**config.mk**
```make
export PLATFORM = sky130hd
export DESIGN_NAME = mux_scan_sel
export DESIGN_NICKNAME = d
export VERILOG_FILES = /design/src/rtl/bist_pkg.sv /design/src/rtl/mux_scan_ctr.sv /design/src/rtl/mux_scan_sel.sv
export SDC_FILE = /design/constraint.sdc
export NUM_CORES = 1
export LEC_CHECK = 0
export BUFFER_PORTS_ARGS = -buffer_cell sky130_fd_sc_hd__buf_2
export CAP_MARGIN = 10
export CORE_MARGIN = 10
export CORE_UTILIZATION = 25
export DETAILED_ROUTE_END_ITERATION = 7
export SYNTH_ARGS = -nofsm -noshare
export SYNTH_HDL_FRONTEND = slang
export SYNTH_SLANG_ARGS = --single-unit
```
**constraint.sdc**
```tcl
create_clock -name clk -period 1.85 [get_ports clk]
set_input_delay 0.0925 -clock clk [delete_from_list [all_inputs] [get_ports clk]]
set_output_delay 0.0925 -clock clk [all_outputs]
set_load 0.1 [all_outputs]
```
**src/rtl/bist_pkg.sv**
```systemverilog
// Shared BIST definitions: scan FSM encodings and mode constants.
package bist_pkg;

  typedef enum logic [1:0] {
    StIdle = 2'd0,
    StScan = 2'd1,
    StDone = 2'd2
  } state_e;

  localparam logic MODE_MANUAL = 1'b0;
  localparam logic MODE_SCAN   = 1'b1;

endpackage

```
**src/rtl/mux_scan_ctr.sv**
```systemverilog
// Dwell and channel counters for the scan sequencer.
module mux_scan_ctr #(
  parameter int unsigned NCH   = 8,
  parameter int unsigned SELW  = $clog2(NCH),
  parameter int unsigned DWELL = 4
) (
  input  logic            clk,
  input  logic            rst_n,
  input  logic            clear,
  input  logic            enable,
  output logic [SELW-1:0] ch_cnt,
  output logic            last_dw,
  output logic            last_ch
);

  localparam int unsigned DWW = $clog2(DWELL + 1);

  logic [DWW-1:0]  dw_cnt_q;
  logic [SELW-1:0] ch_cnt_q;

  assign last_dw = (dw_cnt_q == DWW'(DWELL - 1));
  assign last_ch = (ch_cnt_q == SELW'(NCH - 1));
  assign ch_cnt  = ch_cnt_q;

  always_ff @(posedge clk or negedge rst_n) begin
    if (!rst_n) begin
      dw_cnt_q <= '0;
      ch_cnt_q <= '0;
    end else if (clear) begin
      dw_cnt_q <= '0;
      ch_cnt_q <= '0;
    end else if (enable) begin
      if (last_dw) begin
        dw_cnt_q <= '0;
        // Wrap keeps ch_cnt inside 0..NCH-1 even for non-power-of-two NCH.
        ch_cnt_q <= last_ch ? '0 : ch_cnt_q + SELW'(1);
      end else begin
        dw_cnt_q <= dw_cnt_q + DWW'(1);
      end
    end
  end

endmodule

```
**src/rtl/mux_scan_sel.sv**
```systemverilog
// Registered N-channel bus selector with manual select and an automatic channel scan.
module mux_scan_sel
  import bist_pkg::*;
#(
  parameter int unsigned WIDTH = 6,
  parameter int unsigned NCH   = 8,
  parameter int unsigned SELW  = $clog2(NCH),
  parameter int unsigned DWELL = 4
) (
  input  logic                 clk,
  input  logic                 rst_n,
  input  logic [NCH*WIDTH-1:0] din,
  input  logic [SELW-1:0]      sel,
  input  logic                 mode,
  input  logic                 start,
  output logic [WIDTH-1:0]     dout,
  output logic [SELW-1:0]      dout_ch,
  output logic                 dout_vld,
  output logic                 busy,
  output logic                 done
);

  localparam logic [SELW:0] NchExt = (SELW + 1)'(NCH);

  state_e           state_q;
  logic [WIDTH-1:0] dout_q;
  logic [SELW-1:0]  dout_ch_q;
  logic             dout_vld_q, busy_q, done_q;

  logic [WIDTH-1:0] ch_data [NCH];
  logic [SELW-1:0]  man_idx;
  logic [SELW-1:0]  ch_cnt;
  logic             last_dw, last_ch;
  logic             ctr_clear;

  for (genvar k = 0; k < NCH; k++) begin : g_unpack
    assign ch_data[k] = din[k*WIDTH +: WIDTH];
  end

  // Out-of-range selects fall back to channel 0.
  assign man_idx   = ({1'b0, sel} < NchExt) ? sel : '0;
  assign ctr_clear = (state_q != StScan) || (mode == MODE_MANUAL);

  mux_scan_ctr #(
    .NCH   (NCH),
    .SELW  (SELW),
    .DWELL (DWELL)
  ) u_ctr (
    .clk     (clk),
    .rst_n   (rst_n),
    .clear   (ctr_clear),
    .enable  (!ctr_clear),
    .ch_cnt  (ch_cnt),
    .last_dw (last_dw),
    .last_ch (last_ch)
  );

  always_ff @(posedge clk or negedge rst_n) begin
    if (!rst_n) begin
      state_q    <= StIdle;
      dout_q     <= '0;
      dout_ch_q  <= '0;
      dout_vld_q <= 1'b0;
      busy_q     <= 1'b0;
      done_q     <= 1'b0;
    end else begin
      done_q <= 1'b0;
      unique case (state_q)
        StIdle: begin
          if (mode == MODE_MANUAL) begin
            dout_q     <= ch_data[man_idx];
            dout_ch_q  <= man_idx;
            dout_vld_q <= 1'b1;
          end else begin
            dout_vld_q <= 1'b0;
            if (start) begin
              state_q <= StScan;
              busy_q  <= 1'b1;
            end
          end
        end
        StScan: begin
          if (mode == MODE_MANUAL) begin
            state_q    <= StIdle;
            busy_q     <= 1'b0;
            dout_vld_q <= 1'b0;
          end else begin
            dout_q     <= ch_data[ch_cnt];
            dout_ch_q  <= ch_cnt;
            dout_vld_q <= last_dw;
            if (last_dw && last_ch) begin
              state_q <= StDone;
              busy_q  <= 1'b0;
            end
          end
        end
        StDone: begin
          // start is ignored here; a new scan needs one IDLE cycle first.
          done_q     <= 1'b1;
          busy_q     <= 1'b0;
          dout_vld_q <= 1'b0;
          state_q    <= StIdle;
        end
        default: state_q <= StIdle;
      endcase
    end
  end

  assign dout     = dout_q;
  assign dout_ch  = dout_ch_q;
  assign dout_vld = dout_vld_q;
  assign busy     = busy_q;
  assign done     = done_q;

endmodule
```
==> flow_metrics.py <==
metrics = {
    "detailed_routing": {
        "drt-initial-drc-count": 52,
        "wl_per_cell_microns": 17.0,
        "vias_per_cell": 5.06,
        "ant_nets": 0,
        "routed_wl_microns": 5100,
        "num_vias": 1514,
        "drt_pass1_iterations": 4,
        "drc": 0,
    },
    "hold_path": {
        "hold_path.class": "in2reg",
    },
    "synthesis": {
        "synth_flop_cell": "dfrtp_1",
        "seq_area_frac_synth_pct": 29.0,
        "synth_edf_count": 0,
        "netlist_area_sq_mm": 0.00172,
        "synth_warnings": 0,
        "synth_commonest_cells": "22 x mux2i_1, 20 x dfrtp_1, 17 x nor2_1",
        "synth.most_common_cell": "mux2i_1",
        "yosys.area.top_type": "dfrtp_1",
        "ys_ff_latch": 20,
        "synthCells": 150,
        "syn_nets": 212,
        "ys_top_cells_by_area": "dfrtp_1 29%, mux4_1 23%, mux2i_1 13%",
        "syn_area_per_cell_sq_um": 11.5,
        "yosys.area.top_type_share_pct": 29.0,
        "ys_types": 33,
        "ys_async_sr_fraction_pct": 100,
    },
    "setup_path": {
        "cpMostUsedCell": "a31oi_1",
        "crit_family": "simple AND/OR/NAND/NOR gates",
        "critPathCaptureType": "flop",
        "worstPathRequired_ns": 2.03,
        "critical_path.max_stage_delay_ns": 0.51,
        "cp.arrival_ns": 1.93,
        "worst-path-buf-inv": 1,
        "cp-start-kind": "flop",
        "critPathSlowestCell": "or3b_1",
        "critPathKind": "reg2reg",
        "cp_cell_sequence": "inv_1, ha_1, or3b_1, o22ai_1, a31oi_1, a31oi_1",
        "cp_max_fo": 7,
    },
    "floorplanning": {
        "core_area_sq_mm": 0.00676,
        "io-pin-count": 67,
        "fp.dieW_microns": 103,
        "row_count": 30,
        "start_util_pct": 25.5,
        "die_y_microns": 103,
        "die-area_sq_mm": 0.0106,
    },
    "clock_tree": {
        "postCtsSetupBuffers": 0,
        "cts_made_buffers": 3,
        "clk_latency_ns": 0.26,
        "cts.path.max_buffers": 2,
        "cts_sinks": 20,
        "cts_tree": "yes",
        "clk_pin_slew_worst_paths_ns": 0.08,
        "root_buffer": "clkbuf_8",
        "cts_max_level": 1,
    },
    "finish": {
        "syn_to_final_growth_pct": 28.2,
        "num-nets-final": 283,
        "diodes": 0,
        "fillCellCount": 715,
        "drive_above_1_share_pct": 38.4,
    },
    "global_route": {
        "grt_pass1_wl_microns": 8120,
        "grt_max_degree": 21,
        "grtUsageTotal_pct": 9.65,
        "overflow": 0,
        "grt_pass1_vias": 1629,
        "antenna_found_initial": 0,
    },
    "power": {
        "powerDensity_mw_per_mm2": 1360,
        "power_mw": 3.01,
        "ir_worst_vdd_v": 0.000368,
        "cellLeakagePower_nw": 1.02,
    },
    "sta": {
        "worst_pin_slew_ns": 0.512,
        "max_freq_ghz": 0.572,
        "maxSlewHeadroom_pct": 66.1,
        "fin_skew_ns": 0.00910,
        "rsz0062_at_grt": "false",
        "finalSetupTns_ns": 0,
        "hold_violations": 0,
        "finalCritPeriodShare_pct": 94.5,
        "setup_violations": 0,
        "slew_viol_final": 0,
        "fin_crit_ns": 1.75,
    },
    "placement": {
        "dp.final_hpwl_microns": 4160,
        "portBuffers": 66,
        "gp_congestion": 0.733,
    },
    "run_status": {
        "status": "finished, final reports clean",
    },
    "flow_run": {
        "maxCapViolCount": 0,
    },
}
## worst reg2reg max path, delay by kind of cell, from the launching register on
family          cells  cell delay, ns
fa+ha+maj           1            0.26
compound gates      3            0.43
simple gates        1            0.51
buf+inv             1            0.07
flops               1            0.39
## power breakdown
part | internal (mW) | switching (mW)
clock network | 0.145 | 0.143
logic | 0.519 | 1.52
registers | 0.603 | 0.0853
total | 1.27 | 1.74
## layer usage
layer | wire, microns | GRT usage (%) | part of all wire, %
met2 | 2150 | 14.4 | 42
met4 | 58 | 2.89 | 1.1
met1 | 2520 | 12.9 | 49
met3 | 372 | 3.02 | 7.3
met5 | 0 | 0 | 0
## worst paths after layout
check / start / end / slack, ns / depth (start not counted)
max in group asynchronous: rst_n / dout_ch[2] / 1.21 / 2
hold reg to reg: u_ctr.dw_cnt_q[0] / u_ctr.dw_cnt_q[0] / 0.44 / 1
setup / recovery: state_q[1] / dout[4] / 0.10 / 6
min in group asynchronous: rst_n / state_q[1] / 0.31 / 2
hold / removal: mode / u_ctr.dw_cnt_q[1] / 0.25 / 3
setup reg to reg: state_q[1] / dout[4] / 0.10 / 6
## area by class of cell
cell class	count	area [sq um]	area share, %
inverter	4	15.0	0.680
timing repair buffer	79	430	19.5
tap	80	100	4.53
sequential	20	500	22.7
clock buffer	3	41.3	1.87
multi-input combinational	113	1120	50.8
## timing repair
action	in CTS	in global routing
hold endpoints to repair	20	0
setup endpoints to repair	0	6
hold buffers	1	0
resized for setup	0	1
## flip-flops by register name, summed over array words and instances (netlist names)
register        cells
dout_ch             3
dout                6
state_q             2
dout_vld            1
busy                1
done                1
u_ctr.dw_cnt_q      3
u_ctr.ch_cnt        3
## cells in the final DEF, fill, tap and decap left out, drive strengths merged, types with 2 or more instances in the layout
cell type  netlist  routed
buf             12      78
mux2i           22      22
dfrtp           20      20
nor2            17      17
mux4            15      15
a31oi           10      10
ha               7       7
o22ai            7       7
a22oi            6       6
a21oi            5       5
inv              4       4
o32ai            3       3
clkbuf           1       3
nor2b            3       3
nand2            2       2
nor3b            2       2
nand2b           2       2
## logic make-up after synthesis
group,share of synthesized area [%]
AOI/OAI and AO/OA,14.5
adders and majority gates,5.08
buffers and inverters,6.02
DFF,29.0
muxes,36.3
and+or+nand+nor,9.07
## through the flow
step	util [%]	std cells	area [sq um]	worst slack, ns	hold slack, ns
2_1_floorplan	-	150	1720	0.253	-0.203
3_3_place_gp	31.9	295	2160	0.169	0.0744
3_5_place_dp	31.9	295	2160	0.0806	0.0725
4_1_cts	32.7	299	2210	0.0480	0.245
5_1_grt	32.7	299	2210	0.00358	0.280
6_report	32.7	299	2210	0.101	0.251
Power figures use the tool's default switching activity.
